$ cat config.mk
export PLATFORM = sky130hd
export DESIGN_NAME = spi_master_multi
export DESIGN_NICKNAME = d
export VERILOG_FILES = /design/src/rtl/spi_pkg.sv /design/src/rtl/spi_clk_gen.sv /design/src/rtl/spi_master_multi.sv
export SDC_FILE = /design/constraint.sdc
export NUM_CORES = 1
export LEC_CHECK = 0
export CAP_MARGIN = 15
export CELL_PAD_IN_SITES_DETAIL_PLACEMENT = 0
export CELL_PAD_IN_SITES_GLOBAL_PLACEMENT = 1
export CORE_UTILIZATION = 36
export CTS_CLUSTER_SIZE = 28
export DETAILED_ROUTE_END_ITERATION = 10
export PLACE_DENSITY_LB_ADDON = 0.1
export SYNTH_ARGS = -nofsm -noshare
export SYNTH_HDL_FRONTEND = slang
export SYNTH_SLANG_ARGS = --single-unit
$ cat constraint.sdc
create_clock -name i_clk -period 1.8 [get_ports i_clk]
set_input_delay 0.36 -clock i_clk [delete_from_list [all_inputs] [get_ports i_clk]]
set_output_delay 0.36 -clock i_clk [all_outputs]
set_load 0.01 [all_outputs]
$ cat src/rtl/spi_pkg.sv
// Shared definitions for the multi-channel SPI master.
//   state_t    : controller phases IDLE -> SETUP -> XFER -> HOLD
//   MODE0..3   : SPI mode encodings as {cpol, cpha}
//   clog2_min1 : select-bus width that never collapses to zero bits
package spi_pkg;

    typedef enum logic [1:0] {
        IDLE  = 2'd0,
        SETUP = 2'd1,
        XFER  = 2'd2,
        HOLD  = 2'd3
    } state_t;

    localparam logic [1:0] MODE0 = 2'b00;
    localparam logic [1:0] MODE1 = 2'b01;
    localparam logic [1:0] MODE2 = 2'b10;
    localparam logic [1:0] MODE3 = 2'b11;

    function automatic int clog2_min1(input int n);
        return (n <= 1) ? 1 : $clog2(n);
    endfunction

endpackage

$ cat src/rtl/spi_clk_gen.sv
// Half-period timer and SCLK edge sequencer.
//   i_clk, i_reset : system clock, synchronous active-high reset
//   i_run          : counter runs while high, held at zero while low
//   i_edge_en      : high while SCLK edges are being generated
//   i_div          : latched divider, half period H = i_div + 1 cycles
//   o_tick         : one-cycle pulse at the end of every half period
//   o_lead/o_trail : tick that produces a leading / trailing SCLK edge
//   o_last         : tick that produces the final (2*DATA_W-th) edge
module spi_clk_gen
    import spi_pkg::*;
#(
    parameter int DATA_W = 8,
    parameter int DIV_W  = 8
) (
    input  logic             i_clk,
    input  logic             i_reset,
    input  logic             i_run,
    input  logic             i_edge_en,
    input  logic [DIV_W-1:0] i_div,
    output logic             o_tick,
    output logic             o_lead,
    output logic             o_trail,
    output logic             o_last
);

    localparam int EDGE_W = $clog2(2 * DATA_W);

    // The counter only ever reaches i_div, so H = 2^DIV_W fits in DIV_W bits.
    logic [DIV_W-1:0]  r_cnt;
    logic [EDGE_W-1:0] r_edge;
    logic              w_tick;

    assign w_tick = i_run && (r_cnt == i_div);

    always_ff @(posedge i_clk) begin
        if (i_reset || !i_run) begin
            r_cnt <= '0;
        end else if (w_tick) begin
            r_cnt <= '0;
        end else begin
            r_cnt <= r_cnt + 1'b1;
        end
    end

    // Even edge indices move SCLK away from CPOL (leading), odd ones back.
    always_ff @(posedge i_clk) begin
        if (i_reset || !i_edge_en) begin
            r_edge <= '0;
        end else if (w_tick) begin
            r_edge <= r_edge + 1'b1;
        end
    end

    assign o_tick  = w_tick;
    assign o_lead  = w_tick && i_edge_en && !r_edge[0];
    assign o_trail = w_tick && i_edge_en &&  r_edge[0];
    assign o_last  = w_tick && i_edge_en && (r_edge == EDGE_W'(2 * DATA_W - 1));

endmodule

$ cat src/rtl/spi_master_multi.sv
// Parametrised full-duplex SPI master, all four modes, runtime divider.
//   i_clk, i_reset : system clock, synchronous active-high reset
//   i_start        : transfer request, accepted only in IDLE
//   i_data         : transmit word (MSB first)
//   i_cs_sel       : chip-select index; out-of-range selects nothing
//   i_cpol/i_cpha  : SPI mode
//   i_div          : half period H = i_div + 1 system clocks
//   i_miso         : serial input from the slave
//   o_mosi, o_sclk : serial output and SPI clock
//   o_cs_n         : active-low chip selects
//   o_busy/o_done  : transfer in progress / one-cycle completion pulse
//   o_rdata        : received word, updated with o_done
module spi_master_multi
    import spi_pkg::*;
#(
    parameter int DATA_W = 8,
    parameter int NUM_CS = 2,
    parameter int DIV_W  = 8
) (
    input  logic                          i_clk,
    input  logic                          i_reset,
    input  logic                          i_start,
    input  logic [DATA_W-1:0]             i_data,
    input  logic [clog2_min1(NUM_CS)-1:0] i_cs_sel,
    input  logic                          i_cpol,
    input  logic                          i_cpha,
    input  logic [DIV_W-1:0]              i_div,
    input  logic                          i_miso,
    output logic                          o_mosi,
    output logic                          o_sclk,
    output logic [NUM_CS-1:0]             o_cs_n,
    output logic                          o_busy,
    output logic                          o_done,
    output logic [DATA_W-1:0]             o_rdata
);

    localparam int SEL_W = clog2_min1(NUM_CS);

    state_t            r_state;
    state_t            w_next;
    logic              r_cpha;
    logic [DIV_W-1:0]  r_div;
    logic [DATA_W-1:0] r_tx;
    logic [DATA_W-1:0] r_rx;
    logic [NUM_CS-1:0] w_cs_dec;
    logic              w_tick;
    logic              w_lead;
    logic              w_trail;
    logic              w_last;
    logic              w_shift;
    logic              w_sample;

    spi_clk_gen #(
        .DATA_W (DATA_W),
        .DIV_W  (DIV_W)
    ) u_clk_gen (
        .i_clk     (i_clk),
        .i_reset   (i_reset),
        .i_run     (r_state != IDLE),
        .i_edge_en (r_state == XFER),
        .i_div     (r_div),
        .o_tick    (w_tick),
        .o_lead    (w_lead),
        .o_trail   (w_trail),
        .o_last    (w_last)
    );

    // CPHA=0 samples on leading edges and shifts on trailing; CPHA=1 swaps.
    assign w_shift  = r_cpha ? w_lead  : w_trail;
    assign w_sample = r_cpha ? w_trail : w_lead;

    always_comb begin
        w_cs_dec = {NUM_CS{1'b1}};
        for (int i = 0; i < NUM_CS; i++) begin
            if (i_cs_sel == SEL_W'(i)) begin
                w_cs_dec[i] = 1'b0;
            end
        end
    end

    always_ff @(posedge i_clk) begin
        if (i_reset) begin
            r_state <= IDLE;
        end else begin
            r_state <= w_next;
        end
    end

    always_comb begin
        w_next = r_state;
        unique case (r_state)
            IDLE:    if (i_start) w_next = SETUP;
            SETUP:   if (w_tick)  w_next = XFER;
            XFER:    if (w_last)  w_next = HOLD;
            HOLD:    if (w_tick)  w_next = IDLE;
            default: w_next = IDLE;
        endcase
    end

    always_ff @(posedge i_clk) begin
        if (i_reset) begin
            r_cpha  <= 1'b0;
            r_div   <= '0;
            r_tx    <= '0;
            r_rx    <= '0;
            o_mosi  <= 1'b0;
            o_sclk  <= 1'b0;
            o_cs_n  <= {NUM_CS{1'b1}};
            o_busy  <= 1'b0;
            o_done  <= 1'b0;
            o_rdata <= '0;
        end else begin
            o_done <= 1'b0;
            unique case (r_state)
                IDLE: begin
                    o_sclk <= i_cpol;
                    if (i_start) begin
                        r_cpha <= i_cpha;
                        r_div  <= i_div;
                        // MSB goes out now; CPHA=1 re-drives it on the first
                        // leading edge, so only CPHA=0 pre-consumes it.
                        r_tx   <= i_cpha ? i_data : (i_data << 1);
                        o_mosi <= i_data[DATA_W-1];
                        r_rx   <= '0;
                        o_cs_n <= w_cs_dec;
                        o_busy <= 1'b1;
                    end
                end
                XFER: begin
                    if (w_tick) begin
                        o_sclk <= ~o_sclk;
                    end
                    if (w_shift) begin
                        o_mosi <= r_tx[DATA_W-1];
                        r_tx   <= r_tx << 1;
                    end
                    if (w_sample) begin
                        r_rx <= {r_rx[DATA_W-2:0], i_miso};
                    end
                end
                HOLD: begin
                    if (w_tick) begin
                        o_cs_n  <= {NUM_CS{1'b1}};
                        o_busy  <= 1'b0;
                        o_done  <= 1'b1;
                        o_rdata <= r_rx;
                    end
                end
                default: ;
            endcase
        end
    end

endmodule

# [Word level (Yosys, flattened, before mapping)]
# Cells that the tools add are included.
[word_totals] regBits=53 inputBits=23 output_inout_bits=14 wordCells=80
[op_classes] add_sub_neg=2 n_eq_ne=12 n_mux=28 n_bitwise=2 n_reduce_logical=23
[ops] operator="2-to-1 mux 8 bit" count=5
[ops] operator="case mux 8 bit (2 select lines)" count=2
[ops] operator="2-to-1 mux 2 bit" count=6
[ops] operator="2-to-1 mux 1 bit" count=10
[ops] operator="!= test 2 bit (second input constant)" count=5
[ops] operator="AND reduction 3 bit" count=3
[ops] operator="adder 8 x 1 -> 8 bit (second input constant)" count=1
[ops] operator="equality test 8 bit" count=1
[ops] operator="case mux 2 bit (4 select lines)" count=1
[ops] operator="case mux 1 bit (2 select lines)" count=3
[ops] operator="AND reduction 2 bit" count=3
[ops] operator="nonzero test 2 bit" count=3
[ops] operator="logical AND 1 bit" count=5
[ops] operator="adder 4 x 1 -> 4 bit (second input constant)" count=1
[ops] operator="equality test 2 bit (second input constant)" count=2
[ops] operator="equality test 4 bit (second input constant)" count=1
[ops] operator="!= test 2 x 1 -> 1 bit (second input constant)" count=2
[ops] operator="case mux 2 bit (2 select lines)" count=1
[ops] operator="AND reduction 4 bit" count=1
[ops] operator="OR reduction 2 bit" count=2
[ops] operator="zero test 1 bit" count=3
[ops] operator="equality test 2 x 1 -> 1 bit (second input constant)" count=1
[ops] operator="zero test 2 bit" count=1
[ops] operator="logical OR 1 bit" count=2
[ops] operator="inverter 1 bit" count=2

# [Depth between registers and ports, before layout]
# Gate-level depths: netlist of the first run.
[logic_depth] word_depth=7 depth_mapped=9 mapped_depth_nobuf=7

# [Cells and area by module]
# Synthesis of the first run repeated with hierarchy kept, for this count alone.
[unflattened] hier_cells=286 area_unflattened_um2=2578.7
[modules_own_cells] mod="spi_master_multi" instances=1 cells_each=214 area_per_inst_um2=1929.4 seq_area_each_um2=820.8
[modules_own_cells] mod="spi_clk_gen" instances=1 cells_each=72 area_per_inst_um2=649.4 seq_area_each_um2=240.2

# [Least setup slack after synthesis of the first run]
# Ideal clock, no wire load.
[synth_path] kind="reg-to-reg" startpoint="register r_state[0]" endpoint="register r_rx[0]" setup_ps=72 arrival_time_ps=1738 required_time_ps=1728 slack_ps=-10 path_stages_with_launch=10 path_buffers=3 period_less_slack_ps=1810 path_cell_list="dfxtp_1 -> inv_1 -> ha_1 -> clkbuf_1 -> nor2_1 -> and3_1 -> buf_4 -> and4b_1 -> buf_4 -> mux2i_1"
[synth_via] elab_chain_len=7 elab_cells_between_ends=13 cone_classes="eq/ne: 3; mux: 2; reduce/logical: 8"
[synth_rtl] element="from (decl)" line_no="spi_master_multi.sv:39" rtl="state_t r_state;"
[synth_rtl] element="from (signal assigned)" line_no="spi_master_multi.sv:85" rtl="r_state <= w_next;"
[synth_rtl] element="nonzero test 2 bit" line_no="spi_master_multi.sv:59" rtl=".i_run (r_state != IDLE),"
[synth_rtl] element="logical AND 1 bit" line_no="spi_clk_gen.sv:33" rtl="assign w_tick = i_run && (r_cnt == i_div);"
[synth_rtl] element="logical AND 1 bit" line_no="spi_clk_gen.sv:55, spi_clk_gen.sv:56"
[synth_rtl] element="logical AND 1 bit, on equally long branches" line_no="spi_clk_gen.sv:55, spi_clk_gen.sv:56"
[synth_rtl] element="2-to-1 mux 1 bit" line_no="spi_master_multi.sv:70" rtl="assign w_sample = r_cpha ? w_trail : w_lead;"
[synth_rtl] element="!= test 2 bit (no line)"
[synth_rtl] element="AND reduction 3 bit (no line)"
[synth_rtl] element="to (signal assigned)" line_no="spi_master_multi.sv:138" rtl="r_rx <= {r_rx[DATA_W-2:0], i_miso};"
[synth_rtl] element="to (decl)" line_no="spi_master_multi.sv:44" rtl="logic [DATA_W-1:0] r_rx;"
# Parallel ways exist; a longest one is shown, timed or not.
# A chain may end at the register's enable or synchronous reset.

# [Worst setup path after layout of the first run]
[layout_path] startpoint="register r_state[0]" endpoint="register r_tx[7]"
[layout_via] elab_chain_len=7 elab_cells_between_ends=13 cone_classes="eq/ne: 3; mux: 2; reduce/logical: 8"
[layout_rtl] element="nonzero test 2 bit" line_no="spi_master_multi.sv:59"
[layout_rtl] element="logical AND 1 bit" line_no="spi_clk_gen.sv:33"
[layout_rtl] element="logical AND 1 bit" line_no="spi_clk_gen.sv:55, spi_clk_gen.sv:56"
[layout_rtl] element="logical AND 1 bit, on equally long branches" line_no="spi_clk_gen.sv:56, spi_clk_gen.sv:55"
[layout_rtl] element="2-to-1 mux 1 bit" line_no="spi_master_multi.sv:69" rtl="assign w_shift = r_cpha ? w_lead : w_trail;"
[layout_rtl] element="!= test 2 bit (no line)"
[layout_rtl] element="AND reduction 3 bit (no line)"
[layout_rtl] element="to (signal assigned)" line_no="spi_master_multi.sv:122" rtl="r_tx <= i_cpha ? i_data : (i_data << 1);"
[layout_rtl] element="to (signal assigned)" line_no="spi_master_multi.sv:135" rtl="r_tx <= r_tx << 1;"
[layout_rtl] element="to (decl)" line_no="spi_master_multi.sv:43" rtl="logic [DATA_W-1:0] r_tx;"
# Parallel ways exist; a longest one is shown, timed or not.

==> results of run 1 <==
-- sequential cells by signal (all words and copies together) (netlist names) --
name,flops
o_mosi,1
o_busy,1
r_rx,8
r_div,8
r_tx,8
r_state,2
o_rdata,8
o_done,1
r_cpha,1
o_sclk,1
u_clk_gen.r_cnt,8
u_clk_gen.r_edge,4
o_cs_n,2
-- area by class of cell --
| cell class | count | share of cell area [%] |
|---|---|---|
| clock buffer | 6 | 2.186 |
| clock inverter | 2 | 1.168 |
| inverter | 8 | 0.9046 |
| multi-input combinational | 213 | 39.88 |
| sequential | 53 | 32.23 |
| tap | 77 | 2.902 |
| timing repair buffer | 73 | 20.73 |
-- metal layers --
layer | vias to the layer above | wire length [um]
met4 | 0 | 85
met3 | 7 | 190
met1 | 934 | 2678
li1 | 1124 | -
met2 | 39 | 2466
met5 | - | 0
-- cells by family (layout without fill, tap and decap cells) --
group | Yosys count | after routing
flip-flops | 53 | 53
multiplexers | 13 | 13
AO/OA/AOI/OAI | 59 | 59
buffers and inverters | 28 | 89
AND/OR/NAND/NOR | 118 | 118
XOR/XNOR | 17 | 17
adder cells (fa/ha/maj) | 6 | 6
-- Yosys cell counts (4+ instances only) --
library cell,count
a211oi_1,10
a21oi_1,26
buf_2,4
clkbuf_1,12
dfxtp_1,53
ha_1,6
inv_1,8
mux2i_1,13
nand2_1,51
nand3_1,17
nor2_1,19
nor2b_1,8
o21ai_0,13
o41ai_1,4
xnor2_1,4
xor2_1,13
-- power breakdown --
group	switching, uW	total (uW)	internal [uW]
Sequential	88.8	1410	1320
Clock	403	821	418
Combinational	785	1570	788
-- stage by stage --
stage	power (uW)	hold slack (ps)	setup slack [ps]	setup TNS [ps]
after floorplan	2255	435.0	17.84	0
final	3804	457.1	19.51	0
after global placement	2887	441.1	6.614	0
after detailed placement	2898	445.3	-23.46	-54.95
after CTS	3757	460.1	4.732	0
after global routing	4073	477.9	-66.20	-906.3
-- timing repair --
action / 4_1_cts / 5_1_grt
resized for setup: 3 / 17
pin swaps: 0 / 4
setup endpoints to repair: 10 / 27
-- worst max-delay path, cell delays in order (launching register included) --
cell and delay (ps):
dfxtp_2 330, inv_1 100, ha_4 190, nor2b_1 130, and4_1 230, buf_12 150, or3b_2 440, a21oi_1 130
-- final timing paths --
check	slack, ps	end	start
worst max-delay path	20	r_tx[7]$_SDFFE_PP0P_	r_state[0]$_SDFFE_PP0P_
worst min-delay path	460	o_rdata[3]$_SDFFE_PP0P_	o_rdata[3]$_SDFFE_PP0P_
worst max register to register	20	r_tx[7]$_SDFFE_PP0P_	r_state[0]$_SDFFE_PP0P_
worst min register to register	460	o_rdata[3]$_SDFFE_PP0P_	o_rdata[3]$_SDFFE_PP0P_
==> impl_metrics.csv, run 1 <==
group,metric,value,unit
outcome,outcome,"finished with violations",
outcome,violations,"DRC",
timing,fmax,561.6,MHz
pwr,peakVddDrop,0.4350,mV
die,num_rows,29,
yosys,synth.yosys.seq_area_share,43.35,%
final_layout,regArea,1070,sq um
placement,post_dp_cell_area,3134,sq um
yosys,muxShareOfSynthArea,5.317,%
yosys,synth-edff-count,0,
timing,grt_setup_unrepaired,"true",
global_routing,met3_usage,3.638,%
pwr,p_leak,0.001250,uW
timing,finalSetupViolCount,0,
die,core-area,6459,sq um
global_routing,gr-max-usage-layer,"met2",
yosys,synth-seq-cells,53,
placement,placed_cells,424,
routing,vias,2104,
yosys,netlist_top_cells_area,"dfxtp_1 (43%), nand2_1 (7.8%), a21oi_1 (5.3%), mux2i_1 (5.3%), xor2_1 (4.7%)",
routing,dr.pass1.iters,10,
worst_setup_path,critical_path_arrival,2020,ps
global_routing,grt_pass1_wl,9.418,mm
timing,min_period,1780,ps
clock_tree,cts_tree,"yes",
yosys,synth_xor_area_share,6.084,%
worst_setup_path,crit_type,"register to register",
worst_setup_path,cp_max_fo,17,
die,die_h,84.45,um
worst_setup_path,startpoint_type,"register",
final_layout,n_antenna_cell,0,
yosys,synth_compound_area_share,14.47,%
placement,hpwl,3.980,mm
yosys,yosys.area.top_type_share,43.35,%
routing,avgViaCountPerCell,4.870,
timing,slew-limit-headroom,75.51,%
routing,drt_wl_total,5.421,mm
yosys,yosys.area_share.simple,22.90,%
routing,drt_iter0_drc,52,
die,pin_count,37,
yosys,synthArstFlopShare,0,%
clock_tree,hold_buffers,0,
global_routing,grt_start_max_net_pins,25,
clock_tree,root_buffer,"clkbuf_8",
clock_tree,postCtsSetupBuffers,0,
placement,gp_congestion,0.7588,
timing,fin_skew,11.09,ps
final_layout,final_cell_mix,"nand2_1 (51), dfxtp_1 (46), clkdlybuf4s50_1 (36), buf_4 (33), a21oi_1 (24)",
die,dieArea,7132,sq um
clock_tree,cts_buffers,5,
timing,finalCritPeriodShare,98.92,%
global_routing,antenna_found_initial,0,
yosys,synthFlopType,"dfxtp_1",
global_routing,track_usage,16.41,%
clock_tree,clk_pin_slew,100,ps
yosys,yosys.area.top_type,"dfxtp_1",
global_routing,first_global_vias,2061,
final_layout,fill_cells,629,
final_layout,nets,383,
timing,finalMaxSlewViolations,0,
clock_tree,cts_buffer_depth,2,
yosys,synth_fa_ha_area_share,3.067,%
clock_tree,cts_sinks,53,
routing,drc,3,
global_routing,grt_overflow,0,
yosys,yosysWarnings,0,
final_layout,fin_util,51.39,%
final_layout,final_cells,432,
yosys,synth_top_family_by_area,"simple AND/OR/NAND/NOR gates",
routing,ant_nets,0,
clock_tree,clk_latency,310,ps
timing,worstMarginPinSlew,367.4,ps
final_layout,multi_input_area,1324,sq um
worst_setup_path,r2r_cells,7,
yosys,avgSynthCellArea,8.324,sq um
die,die_x,84.45,um
pwr,powerDensity,1146,nW/um^2
yosys,synth_area,2447,sq um
timing,hold_viol_final,0,
worst_hold_path,holdPathStages,2,
yosys,syn_nets,323,
worst_setup_path,cp.required,2040,ps
final_layout,final_common_cell,"nand2_1",
worst_setup_path,cp-end-kind,"register",
clock_tree,cts_htree_levels,2,
die,start_util,37.89,%
final_layout,fin_area,3319,sq um
final_layout,area_growth,35.63,%
final_layout,drive_above_1_share,18.31,%
global_routing,met2_usage,27.42,%
yosys,yosysUniqueCellTypes,35,
global_routing,grt.met1_usage,21.03,%
yosys,synthCells,294,
placement,port_buffers,36,
worst_hold_path,hp-class,"register to register",
flow_run,cap_violations,0,
routing,avgRoutedWirePerCell,12.55,um
No activity file was read; power rests on OpenSTA's default activity.
==> inputs of run 2 (changes only) <==
Settings changed: CAP_MARGIN 15 to 0, GPL_TIMING_DRIVEN set to 1, REMOVE_ABC_BUFFERS set to 1.
==> impl_metrics.csv, run 2 (synthesized netlist as in run 1, its figures left out) <==
group,metric,value,unit
pwr,powerDensity,1108,nW/um^2
global_routing,track_usage,16.28,%
timing,fin_hold_ws,455.3,ps
routing,dr.pass1.iters,7,
routing,drc,2,
placement,dpl_worst_slack,-37.59,ps
clock_tree,cts_htree_levels,2,
timing,min_period,1748,ps
clock_tree,hold_buffers,0,
routing,vias,2160,
worst_setup_path,critical_path_arrival,1990,ps
die,core-area,6459,sq um
routing,ant_nets,0,
placement,port_buffers,36,
final_layout,final_common_cell,"nand2_1",
timing,finalMaxSlewViolations,0,
worst_setup_path,cp_max_fo,8,
die,dieArea,7132,sq um
clock_tree,cts_buffer_depth,2,
global_routing,first_global_vias,1969,
routing,drt_iter0_drc,36,
pwr,p_leak,0.001254,uW
timing,finalSetupViolCount,0,
final_layout,regArea,1065,sq um
worst_setup_path,path_buf_inv,1,
die,die_x,84.45,um
placement,hpwl,3.930,mm
worst_setup_path,crit_type,"register to register",
worst_setup_path,cp-end-kind,"register",
worst_setup_path,startpoint_type,"register",
placement,gp_congestion,0.7248,
clock_tree,cts_sinks,53,
global_routing,grt_overflow,0,
timing,tns,0,ps
outcome,violations,"DRC",
clock_tree,cts_tree,"yes",
clock_tree,root_buffer,"clkbuf_8",
worst_setup_path,startpoint,"r_div[6]$_SDFFE_PP0P_",
timing,worst_slack,52.09,ps
die,start_util,37.89,%
flow_run,cap_violations,0,
worst_setup_path,path_cells,"xor2_2 > nor4_4 > and3_4 > and4b_1 > buf_12 > mux2i_1",
routing,avgRoutedWirePerCell,12.60,um
clock_tree,clk_pin_slew,90,ps
final_layout,multi_input_area,1313,sq um
global_routing,grt_pass1_wl,9.239,mm
timing,hold_viol_final,0,
timing,finalCritPeriodShare,97.11,%
final_layout,area_growth,35.53,%
final_layout,final_cell_mix,"nand2_1 (51), dfxtp_1 (50), clkdlybuf4s50_1 (36), buf_4 (33), a21oi_1 (24)",
clock_tree,cts_buffers,5,
global_routing,antenna_found_initial,0,
worst_setup_path,max_stage_delay,350,ps
routing,drt_wl_total,5.456,mm
worst_setup_path,reg2reg_from,"r_div[6]$_SDFFE_PP0P_",
timing,slew-limit-headroom,74.32,%
timing,grt_setup_unrepaired,"true",
outcome,outcome,"finished with violations",
timing,fin_skew,7.658,ps
timing,fmax,572.1,MHz
final_layout,nets,385,
pwr,peakVddDrop,0.5190,mV
worst_hold_path,hp-start,"o_rdata[5]$_SDFFE_PP0P_",
worst_setup_path,cp.required,2040,ps
die,die_h,84.45,um
die,num_rows,29,
final_layout,n_antenna_cell,0,
timing,worstMarginPinSlew,381.7,ps
worst_hold_path,hp-class,"register to register",
final_layout,fill_cells,655,
routing,avgViaCountPerCell,4.988,
die,pin_count,37,
clock_tree,clk_latency,310,ps
final_layout,drive_above_1_share,17.70,%
worst_setup_path,cp_top_family,"simple AND/OR/NAND/NOR gates",
worst_setup_path,slowest_stage,"dfxtp_2",
global_routing,grt_start_max_net_pins,25,
## run 2: worst min-delay path, delay by kind of cell (launching register included)
family	cells	cell delay (ps)
AOI/OAI and AO/OA	1	50
DFF	1	320
and+or+nand+nor	1	50
## run 2: final cells by class
cell class	instances	share of cell area [%]
flip-flops and latches	53	32.10
clock inverters	1	0.2263
inverters	8	0.9053
repair buffers	75	21.80
well taps	77	2.905
clock buffers	6	2.490
multi-input cells	213	39.57
## run 2: what timing repair did
item                                    4_1_cts  5_1_grt
buffers inserted                              0        1
hold endpoints to repair                      0        0
resized for setup                             1       14
pin swaps                                     0        2
endpoints found under the setup margin        9       34
## run 2: through the flow
step | power, uW | cells | instance area (sq um) | utilization (%)
2_1_floorplan | 2178 | 274 | 2360 | -
3_5_place_dp | 2926 | 425 | 3164 | 48.99
3_3_place_gp | 2911 | 425 | 3164 | 48.99
4_1_cts | 3630 | 432 | 3259 | 50.46
6_report | 3675 | 433 | 3317 | 51.36
5_1_grt | 3932 | 433 | 3317 | 51.36
## run 2: path summary, 6_finish.rpt
kind | to | slack (ps) | cells after the start
max | r_rx[4]$_SDFFE_PP0P_ | 50 | 6
min | o_rdata[5]$_SDFFE_PP0P_ | 460 | 2
max reg2reg | r_rx[4]$_SDFFE_PP0P_ | 50 | 6
min reg2reg | o_rdata[5]$_SDFFE_PP0P_ | 460 | 2
## run 2: where the power goes
part	total (uW)	switching (uW)	leakage, uW	internal, uW
logic	1580	791	0.000779	790
registers	1410	87.5	0.000432	1320
clock network	687	382	0.0000433	305
total	3670	1260	0.00125	2410
## run 2: routing by layer
layer	vias up	global-route usage (%)	wire (um)
met4	0	4.622	57
met1	999	21.46	2659
li1	1126	-	-
met3	4	3.343	161
met5	-	0	0
met2	31	27.12	2577
==> inputs of run 3 (changes only) <==
Settings changed: CORE_MARGIN set to 3, REMOVE_ABC_BUFFERS 1 to unset.
==> impl_metrics.csv, run 3 (synthesized netlist as in run 1, its figures left out) <==
group,metric,value,unit
final_layout,final_common_cell,"nand2_1",
final_layout,multi_input_area,1344,sq um
routing,drt_wl_total,5.603,mm
pwr,p_leak,0.001254,uW
final_layout,nets,382,
timing,worst_slack,9.265,ps
worst_setup_path,startpoint_type,"register",
worst_setup_path,r2r_cells,6,
clock_tree,root_buffer,"clkbuf_8",
routing,drc,0,
placement,dpl_worst_slack,-8.945,ps
timing,finalSetupViolCount,0,
clock_tree,cts_buffers,5,
global_routing,grt_overflow,0,
global_routing,track_usage,15.15,%
die,die_h,88.45,um
routing,ant_nets,0,
die,pin_count,37,
timing,finalCritPeriodShare,99.49,%
routing,avgRoutedWirePerCell,13.03,um
worst_setup_path,crit_type,"register to register",
worst_setup_path,critical_path_arrival,2020,ps
timing,slew-limit-headroom,75.32,%
final_layout,fill_cells,671,
routing,vias,2127,
final_layout,final_cell_mix,"nand2_1 (51), dfxtp_1 (50), clkdlybuf4s50_1 (36), buf_4 (31), a21oi_1 (25)",
final_layout,n_antenna_cell,0,
pwr,peakVddDrop,0.7311,mV
final_layout,fin_area,3332,sq um
final_layout,area_growth,36.15,%
routing,drt_iter0_drc,54,
global_routing,antenna_found_initial,0,
outcome,outcome,"finished, final reports clean",
worst_setup_path,cp_max_fo,8,
worst_setup_path,slowest_stage,"dfxtp_2",
timing,hold_viol_final,0,
clock_tree,cts_htree_levels,2,
clock_tree,cts_buffer_depth,2,
placement,gp_congestion,0.7397,
worst_setup_path,path_cells,"xor2_2 > nor4_4 > and3_4 > and4b_1 > buf_12 > mux2i_2",
clock_tree,hold_buffers,0,
timing,worstMarginPinSlew,370.2,ps
die,dieArea,7823,sq um
global_routing,grt_start_max_net_pins,25,
timing,finalMaxSlewViolations,0,
clock_tree,clk_latency,300,ps
die,die_x,88.45,um
placement,port_buffers,36,
routing,avgViaCountPerCell,4.947,
worst_setup_path,cp-end-kind,"register",
pwr,powerDensity,1139,nW/um^2
worst_setup_path,cp.required,2030,ps
final_layout,final_cells,430,
clock_tree,clk_pin_slew,100,ps
timing,min_period,1791,ps
clock_tree,cts_sinks,53,
worst_setup_path,path_buf_inv,1,
timing,grt_setup_unrepaired,"true",
die,start_util,37.89,%
placement,hpwl,4.076,mm
die,core-area,6459,sq um
die,num_rows,29,
clock_tree,cts_tree,"yes",
worst_setup_path,cp_top_family,"simple AND/OR/NAND/NOR gates",
flow_run,cap_violations,0,
final_layout,drive_above_1_share,17.56,%
worst_setup_path,max_stage_delay,340,ps
routing,dr.pass1.iters,4,
placement,placed_cells,422,
final_layout,regArea,1065,sq um
worst_setup_path,crit_cells,6,
placement,post_dp_cell_area,3132,sq um
timing,fin_skew,11.88,ps
global_routing,grt_pass1_wl,9.411,mm
pwr,power,3795,uW
timing,fmax,558.4,MHz
worst_hold_path,hp-class,"register to register",
worst_hold_path,holdPathStages,2,
timing,tns,0,ps
global_routing,first_global_vias,2042,
run 3: final timing paths:
check	startpoint	endpoint	slack [ps]
max	r_div[6]$_SDFFE_PP0P_	r_rx[6]$_SDFFE_PP0P_	9
max reg2reg	r_div[6]$_SDFFE_PP0P_	r_rx[6]$_SDFFE_PP0P_	9
min	o_rdata[4]$_SDFFE_PP0P_	o_rdata[4]$_SDFFE_PP0P_	460
min reg2reg	o_rdata[4]$_SDFFE_PP0P_	o_rdata[4]$_SDFFE_PP0P_	460
run 3: layout make-up:
type / count / area share, %
Clock buffer: 5 / 2.065
Clock inverter: 2 / 1.051
Inverter: 8 / 0.9012
Multi-Input combinational cell: 213 / 40.33
Sequential cell: 53 / 31.96
Tap cell: 77 / 2.891
Timing Repair Buffer: 72 / 20.80
run 3: report_power, final:
| group | leakage, uW | total (uW) | switching [uW] | internal, uW |
|---|---|---|---|---|
| registers | 0.000432 | 1410 | 89.8 | 1320 |
| clock network | 0.0000540 | 786 | 381 | 405 |
| logic | 0.000768 | 1600 | 804 | 798 |
run 3: metal layers:
metal | part of all wire (%) | track usage [%] | routed length, um
met5 | 0 | 0 | 0
met2 | 48 | 26.04 | 2703
met3 | 3.7 | 3.259 | 208
met1 | 48 | 19.54 | 2668
met4 | 0.41 | 3.297 | 23
run 3: worst register-to-register path: cells and delay by family, from the launching register on:
| family | cells | cell delay (ps) |
|---|---|---|
| buf+inv | 1 | 150 |
| flops | 1 | 340 |
| mux | 1 | 220 |
| simple gates | 3 | 830 |
| xor+xnor | 1 | 180 |
run 3: timing repair:
action | CTS | global route
resized for setup | 0 | 19
setup buffers | 0 | 1
endpoints found under the setup margin | 0 | 24
run 3: per-stage QoR:
stage	utilization, %	hold WS, ps
6_report	51.59	455.6
5_1_grt	51.59	480.6
4_1_cts	50.10	458.9
3_5_place_dp	48.49	445.3
3_3_place_gp	48.49	442.3
2_1_floorplan	-	435.0
